`config.mk`:
```
export PLATFORM = sky130hd
export DESIGN_NAME = painterengine_gpu_fill_source
export DESIGN_NICKNAME = d
export VERILOG_FILES = /design/src/rtl/painterengine_gpu_fill_source.sv
export SDC_FILE = /design/constraint.sdc
export NUM_CORES = 1
export LEC_CHECK = 0
export CAP_MARGIN = 20
export CORE_UTILIZATION = 45
export CTS_CLUSTER_DIAMETER = 40
export DETAILED_ROUTE_END_ITERATION = 7
export PLACE_DENSITY = 0.69
export SLEW_MARGIN = 20
export SYNTH_ARGS = -nofsm -noshare
export SYNTH_HDL_FRONTEND = slang
export SYNTH_SLANG_ARGS = --single-unit
```
`constraint.sdc`:
```
create_clock -name i_wire_clock -period 2.9 [get_ports i_wire_clock]
set_clock_uncertainty 0.05 [all_clocks]
set_input_delay 0.58 -clock i_wire_clock [delete_from_list [all_inputs] [get_ports i_wire_clock]]
set_output_delay 0.58 -clock i_wire_clock [all_outputs]
set_load 0.01 [all_outputs]
```
`src/rtl/painterengine_gpu_fill_source.sv`:
```
// rtl/painterengine_gpu_fill_source.sv - solid/gradient ARGB word source feeding one lane of the gpu dma writer
// Emits `length` words starting at `color`, adding `step` per byte lane (mod 256) on every accepted word.
module painterengine_gpu_fill_source #(
  parameter logic [31:0] PARAM_MAX_LENGTH = 32'h0010_0000
) (
  input  logic        i_wire_clock,
  input  logic        i_wire_resetn,
  input  logic        i_wire_start,
  input  logic [31:0] i_wire_color,
  input  logic [31:0] i_wire_step,
  input  logic [31:0] i_wire_length,
  output logic [31:0] o_wire_data,
  output logic        o_wire_data_valid,
  input  logic        i_wire_data_next,
  output logic        o_wire_done,
  output logic        o_wire_error,
  output logic [31:0] o_wire_count
);

  typedef enum logic [2:0] {
    S_IDLE   = 3'd0,
    S_CHECK  = 3'd1,
    S_STREAM = 3'd2,
    S_DONE   = 3'd3,
    S_ERROR  = 3'd4
  } state_t;

  state_t      state;
  state_t      state_next;
  logic [31:0] color_r;
  logic [31:0] step_r;
  logic [31:0] length_r;
  logic [31:0] remaining;
  logic [31:0] data_step;
  logic        xfer;
  logic        len_bad;

  assign xfer    = o_wire_data_valid && i_wire_data_next;
  assign len_bad = (length_r == 32'd0) || (length_r > PARAM_MAX_LENGTH);

  // Independent byte lanes: no carry crosses a lane boundary.
  always_comb begin
    data_step = '0;
    for (int i = 0; i < 4; i++) begin
      data_step[8*i +: 8] = o_wire_data[8*i +: 8] + step_r[8*i +: 8];
    end
  end

  always_comb begin
    state_next = state;
    case (state)
      S_IDLE:   if (i_wire_start) state_next = S_CHECK;
      S_CHECK:  state_next = len_bad ? S_ERROR : S_STREAM;
      S_STREAM: if (xfer && remaining == 32'd1) state_next = S_DONE;
      S_DONE:   if (!i_wire_start) state_next = S_IDLE;
      S_ERROR:  if (!i_wire_start) state_next = S_IDLE;
      default:  state_next = S_IDLE;
    endcase
  end

  always_ff @(posedge i_wire_clock or negedge i_wire_resetn) begin
    if (!i_wire_resetn) begin
      state <= S_IDLE;
    end else begin
      state <= state_next;
    end
  end

  always_ff @(posedge i_wire_clock or negedge i_wire_resetn) begin
    if (!i_wire_resetn) begin
      color_r           <= '0;
      step_r            <= '0;
      length_r          <= '0;
      remaining         <= '0;
      o_wire_data       <= '0;
      o_wire_data_valid <= 1'b0;
      o_wire_done       <= 1'b0;
      o_wire_error      <= 1'b0;
      o_wire_count      <= '0;
    end else begin
      case (state)
        S_IDLE: begin
          if (i_wire_start) begin
            color_r      <= i_wire_color;
            step_r       <= i_wire_step;
            length_r     <= i_wire_length;
            o_wire_count <= '0;
          end
        end
        S_CHECK: begin
          if (len_bad) begin
            o_wire_error <= 1'b1;
            o_wire_count <= '0;
          end else begin
            o_wire_data       <= color_r;
            remaining         <= length_r;
            o_wire_data_valid <= 1'b1;
          end
        end
        S_STREAM: begin
          if (xfer) begin
            o_wire_data  <= data_step;
            o_wire_count <= o_wire_count + 32'd1;
            remaining    <= remaining - 32'd1;
            // Last word: drop valid on the accepting edge so nothing extra is presented.
            if (remaining == 32'd1) begin
              o_wire_data_valid <= 1'b0;
              o_wire_done       <= 1'b1;
            end
          end
        end
        S_DONE: begin
          if (!i_wire_start) o_wire_done <= 1'b0;
        end
        S_ERROR: begin
          if (!i_wire_start) o_wire_error <= 1'b0;
        end
        default: ;
      endcase
    end
  end

endmodule

```
* Word-level counts from Yosys, hierarchy flattened
Index checks and enable logic that the tools add are counted.
Word-level totals: register bits 198, input bits 100, output and inout bits 67, word-level logic and storage cells 73
Operators by class: add/subtract/negate cells 6, $lt $le $gt $ge 1, equality and inequality tests 14, muxes and demuxes 25, reduce and logical (&&, ||, !) cells 17
Operators by type and width (count):
- 32-bit 2-to-1 mux | 7
- 32-bit one-hot mux with 2 select lines | 2
- 32-bit one-hot mux with 3 select lines | 1
- 32-bit by 1-bit adder with 32-bit output, second input constant | 1
- 8-bit adder | 4
- 32-bit by 1-bit equality test with 1-bit output, second input constant | 1
- 32-bit by 21-bit greater-than comparator with 1-bit output, second input constant | 1
- 32-bit zero test | 1
- 32-bit by 1-bit subtractor with 32-bit output, second input constant | 1
- 2-bit != test, second input constant | 9
- 3-bit 2-to-1 mux | 4
- 3-bit one-hot mux with 4 select lines | 1
- 4-bit AND reduction | 3
- 3-bit AND reduction | 3
- 1-bit 2-to-1 mux | 7
- 3-bit by 2-bit equality test with 1-bit output, second input constant | 2
- 1-bit one-hot mux with 2 select lines | 3
- 2-bit nonzero test | 3
- 3-bit by 1-bit equality test with 1-bit output, second input constant | 1
- 3-bit equality test, second input constant | 1
- 3-bit zero test | 1
- 3-bit nonzero test | 1
- 1-bit logical AND | 2
- 2-bit AND reduction | 1
- other kinds (2) | 2

* Depth between registers and ports, before layout
depth after elaboration 4, gate-level depth with buffers 9, depth with buffers taken out 9

* Least setup slack after synthesis
Ideal clock, no wire load.
kind reg-to-reg, from register remaining[25], to register remaining[31], library setup time 0.124 ns, arrival 2.210 ns, required time 2.726 ns, path slack 0.516 ns, stages on the path, launching flop included 7, path buffers 0, clock period less this slack 2.384 ns, path through dfrtp_1 > or4_4 > or4_4 > or3_4 > nand2b_4 > and3_4 > a211o_1
On the way: cells in the longest elaborated chain, start to end 3
Ends and longest elaborated chain:
- from (decl) | line 33 | logic [31:0] remaining;
- from (signal assigned) | line 96 | remaining <= length_r;
- from (signal assigned) | line 104 | remaining <= remaining - 32'd1;
- 32-bit by 1-bit subtractor with 32-bit output | line 104
- 32-bit 2-to-1 mux | line 101 | if (xfer) begin
- 32-bit one-hot mux with 2 select lines | line 81 | case (state)
Every way passes these cells. The select of a mux whose other input is x is not followed. A chain may end at the register's enable or synchronous reset.

* Worst setup path after layout
from register length_r[28], to register remaining[29]
On the way: cells in the longest elaborated chain, start to end 4, elaborated cells between the ends (all ways) 5, those cells by class order compare: 1; eq/ne: 1; reduce/logical: 3
Ends and longest elaborated chain:
- from (decl) | line 32 | logic [31:0] length_r;
- from (signal assigned) | line 86 | length_r <= i_wire_length;
- 32-bit by 21-bit greater-than comparator with 1-bit output / 32-bit zero test (equally long branches) | line 39 | assign len_bad = (length_r == 32'd0) || (length_r > PARAM_MAX_LENGTH);
- 1-bit logical OR (*) | line 39
- 2-bit != test (no line) (*)
- 3-bit AND reduction (no line) (*)
Mark *: on every way between the ends. The rest lies on a longest branch, timed or not.

==> insert_results.sql <==
INSERT INTO impl_metrics (metric_group, metric, value, unit) VALUES
('worst_setup_path', 'reg2reg_depth', '7', ''),
('finish', 'final_net_count', '1278', ''),
('worst_setup_path', 'r2r_end', 'remaining[29]', ''),
('sta', 'grt_setup_unrepaired', 'false', ''),
('worst_setup_path', 'crit_path_end_kind', 'flip-flop', ''),
('detailed_routing', 'postRouteAntennaNets', '0', ''),
('logic_synthesis', 'synth_seq_area_share', '48.6', '%'),
('logic_synthesis', 'compound_cell_area_share_of_the_yosys_netlist', '15.5', '%'),
('logic_synthesis', 'synth_top_area_share', '48.6', '%'),
('die', 'top_ports', '167', ''),
('sta', 'setup-tns-final', '0', 'ps'),
('die', 'start_util', '46.3', '%'),
('detailed_routing', 'average_vias_per_placed_instance', '5.83', ''),
('logic_synthesis', 'ys_dominant_reg_cell', 'sky130_fd_sc_hd__dfrtp_1', ''),
('logic_synthesis', 'synth_fa_ha_area_share', '4.59', '%'),
('sta', 'period_minus_slack', '2740', 'ps'),
('cts', 'clk_pin_slew', '70', 'ps'),
('finish', 'drive_above_1_share', '17.0', '%'),
('finish', 'area_delta_synth_final', '27.6', '%'),
('global_routing', 'global_route.overflow_total', '0', ''),
('logic_synthesis', 'synth_top_family_by_area', 'compound AO/OA/AOI/OAI gates', ''),
('die', 'fp-row-count', '54', ''),
('logic_synthesis', 'yosysUniqueCellTypes', '67', ''),
('min_path', 'hold_class', 'primary input to async pin', ''),
('sta', 'clock.fmax', '0.365', 'GHz'),
('die', 'core_area', '22000', 'um2'),
('logic_synthesis', 'avg_synthesized_cell_area', '10.4', 'um2'),
('place', 'numPortBuffers', '166', ''),
('logic_synthesis', 'postSynthNetCount', '1112', ''),
('detailed_routing', 'drt_pre_antenna_iters', '8', ''),
('worst_setup_path', 'regToRegSetupSlack', '160', 'ps'),
('place', 'placed_cells_incl_taps', '1404', ''),
('die', 'die_height', '153', 'um'),
('cts', 'clock_latency', '430', 'ps'),
('logic_synthesis', 'postSynthRegisterBits', '198', ''),
('detailed_routing', 'detail_route.drc_violations', '7', ''),
('outcome', 'run_status', 'complete, but fails checks', ''),
('sta', 'timing.final.hold_violations', '0', ''),
('global_routing', 'globalRouteTotalUtil', '23.2', '%'),
('finish', 'layout.core_utilization', '59.1', '%'),
('logic_synthesis', 'number_of_flops_mapped_to_enable_cells_by_yosys', '0', ''),
('cts', 'numCtsBuffers', '17', ''),
('outcome', 'violations', 'DRC', ''),
('finish', 'finish.cell_count_without_fillers', '1436', ''),
('logic_synthesis', 'synth-xor-area-share', '1.72', '%'),
('worst_setup_path', 'worst_ep_arrival_time', '3000', 'ps'),
('finish', 'layout.cells.most_common', 'sky130_fd_sc_hd__dfrtp_1', ''),
('worst_setup_path', 'cp_cell_sequence', 'or4_1, or2_1, nor3_1, mux2_4, nor2_2, buf_12, a211o_1', ''),
('pwr', 'total_leakage_power', '0.00548', 'uW'),
('global_routing', 'first_global_vias', '8585', ''),
('sta', 'drv_slew', '0', ''),
('logic_synthesis', 'synthArstFlopShare', '100', '%'),
('cts', 'cts.sinks', '198', ''),
('detailed_routing', 'wl_per_cell', '18.1', 'um'),
('worst_setup_path', 'cp_max_delay_cell', 'sky130_fd_sc_hd__or4_1', ''),
('logic_synthesis', 'count_of_mapped_cells_out_of_synthesis', '977', ''),
('pwr', 'post-layout-total-power', '9040', 'uW'),
('logic_synthesis', 'synth_top_cells_by_area', 'sky130_fd_sc_hd__dfrtp_1 (49%), sky130_fd_sc_hd__mux2_2 (12%), sky130_fd_sc_hd__o21ai_0 (4.0%), sky130_fd_sc_hd__ha_1 (3.8%), sky130_fd_sc_hd__nand2_1 (2.9%)', ''),
('pwr', 'power_per_cell_area', '695', 'nW/um2'),
('worst_setup_path', 'critical-path-max-stage-delay', '570', 'ps'),
('sta', 'slew_headroom', '51.8', '%'),
('finish', 'final_cell_mix', 'sky130_fd_sc_hd__dfrtp_1 (198), sky130_fd_sc_hd__clkdlybuf4s50_1 (165), sky130_fd_sc_hd__mux2_2 (109), sky130_fd_sc_hd__o21ai_0 (82), sky130_fd_sc_hd__nand2_1 (79)', ''),
('logic_synthesis', 'mux_contribution_to_synthesized_area', '12.3', '%'),
('logic_synthesis', 'synthSimpleGateAreaFrac', '14.1', '%'),
('logic_synthesis', 'synthDominantAreaCellType', 'sky130_fd_sc_hd__dfrtp_1', ''),
('worst_setup_path', 'required', '3170', 'ps'),
('cts', 'cts_tree', 'built', ''),
('detailed_routing', 'drt_iter0_markers', '435', ''),
('die', 'die-area', '23300', 'um2'),
('pwr', 'vdd_drop_max', '392', 'uV'),
('sta', 'post-route-period-util', '94.4', '%');
[cells by family after synthesis]
group                      count (synthesis)
AOI/OAI and AO/OA                        251
xor gates and xnor gates                  20
adders and majority gates                 35
buffers and inverters                     74
DFF                                      198
muxes                                    112
and+or+nand+nor                          287
[worst max-delay path by stage]
| stage | startpoint | endpoint | cells past startpoint |
|---|---|---|---|
| after global placement | length_r[28] | remaining[27] | 7 |
| after floorplan | remaining[25] | remaining[31] | 6 |
| after CTS | length_r[28] | remaining[29] | 7 |
| final | length_r[28] | remaining[29] | 7 |
| after global routing | length_r[28] | remaining[29] | 7 |
| after detailed placement | length_r[28] | remaining[29] | 7 |
[power by group]
part / internal, uW / switching [uW]
clock: 1500 / 1090
combinational: 1340 / 1090
sequential: 3500 / 520
total: 6340 / 2700
[timing repair]
action	CTS	global route
hold buffers	0	0
gates resized for setup	0	1
setup endpoints to repair	0	4
[worst max-delay path, delay by kind of cell, from the launching register on]
family,cells,cell delay (ps)
buffers and inverters,1,170
DFF,1,370
and+or+nand+nor,4,1330
muxes,1,390
AOI/OAI and AO/OA,1,290
[per-layer routing]
layer	part of all wire [%]	up-vias	track usage [%]
li1	-	3965	-
met4	1.7	0	6.59
met2	49	232	39.9
met5	0	-	0
met3	6.7	31	6.48
met1	42	4138	28.4
[synthesized netlist by cell type (3+ instances only)]
master / number
sky130_fd_sc_hd__a22oi_1: 12
sky130_fd_sc_hd__o21bai_1: 3
sky130_fd_sc_hd__o22ai_1: 14
sky130_fd_sc_hd__clkbuf_8: 3
sky130_fd_sc_hd__o211ai_1: 12
sky130_fd_sc_hd__o41ai_1: 4
sky130_fd_sc_hd__o221a_2: 7
sky130_fd_sc_hd__a211o_1: 4
sky130_fd_sc_hd__a211oi_1: 8
sky130_fd_sc_hd__ha_1: 31
sky130_fd_sc_hd__fa_1: 4
sky130_fd_sc_hd__nand4_1: 18
sky130_fd_sc_hd__clkbuf_1: 37
sky130_fd_sc_hd__buf_2: 6
sky130_fd_sc_hd__nor3_1: 26
sky130_fd_sc_hd__nor2b_1: 3
sky130_fd_sc_hd__nand3_1: 39
sky130_fd_sc_hd__a21o_1: 6
sky130_fd_sc_hd__xnor2_1: 9
sky130_fd_sc_hd__or3_1: 5
sky130_fd_sc_hd__nor4_1: 18
sky130_fd_sc_hd__xor2_1: 11
sky130_fd_sc_hd__a21oi_1: 47
sky130_fd_sc_hd__a31oi_1: 28
sky130_fd_sc_hd__mux2_2: 110
sky130_fd_sc_hd__inv_1: 25
sky130_fd_sc_hd__dfrtp_1: 198
sky130_fd_sc_hd__nand2_1: 79
sky130_fd_sc_hd__o2bb2ai_1: 5
sky130_fd_sc_hd__or4_1: 6
sky130_fd_sc_hd__nor2_1: 57
sky130_fd_sc_hd__and3_1: 14
sky130_fd_sc_hd__o21ai_0: 82
[per-stage QoR]
step	setup WS, ps	cell area (um2)
6_report	163	13000
3_5_place_dp	80.0	12400
3_3_place_gp	174	12400
5_1_grt	63.3	13000
2_1_floorplan	516	10200
4_1_cts	72.4	13000
[layout make-up]
class / count / area (um2)
Sequential cell: 198 / 4950
Clock buffer: 19 / 453
Clock inverter: 13 / 189
Fill cell: 1893 / 9020
Multi-Input combinational cell: 705 / 4960
Tap cell: 280 / 350
Inverter: 25 / 93.8
Timing Repair Buffer: 196 / 2000
[sequential cells by signal, indices dropped and copies added, names as in the netlist]
name / count
color_r: 32
length_r: 32
o_wire_count: 32
o_wire_data: 32
o_wire_data_valid: 1
o_wire_done: 1
o_wire_error: 1
remaining: 32
state: 3
step_r: 32
Note: power is estimated with default switching activity, not from simulation.
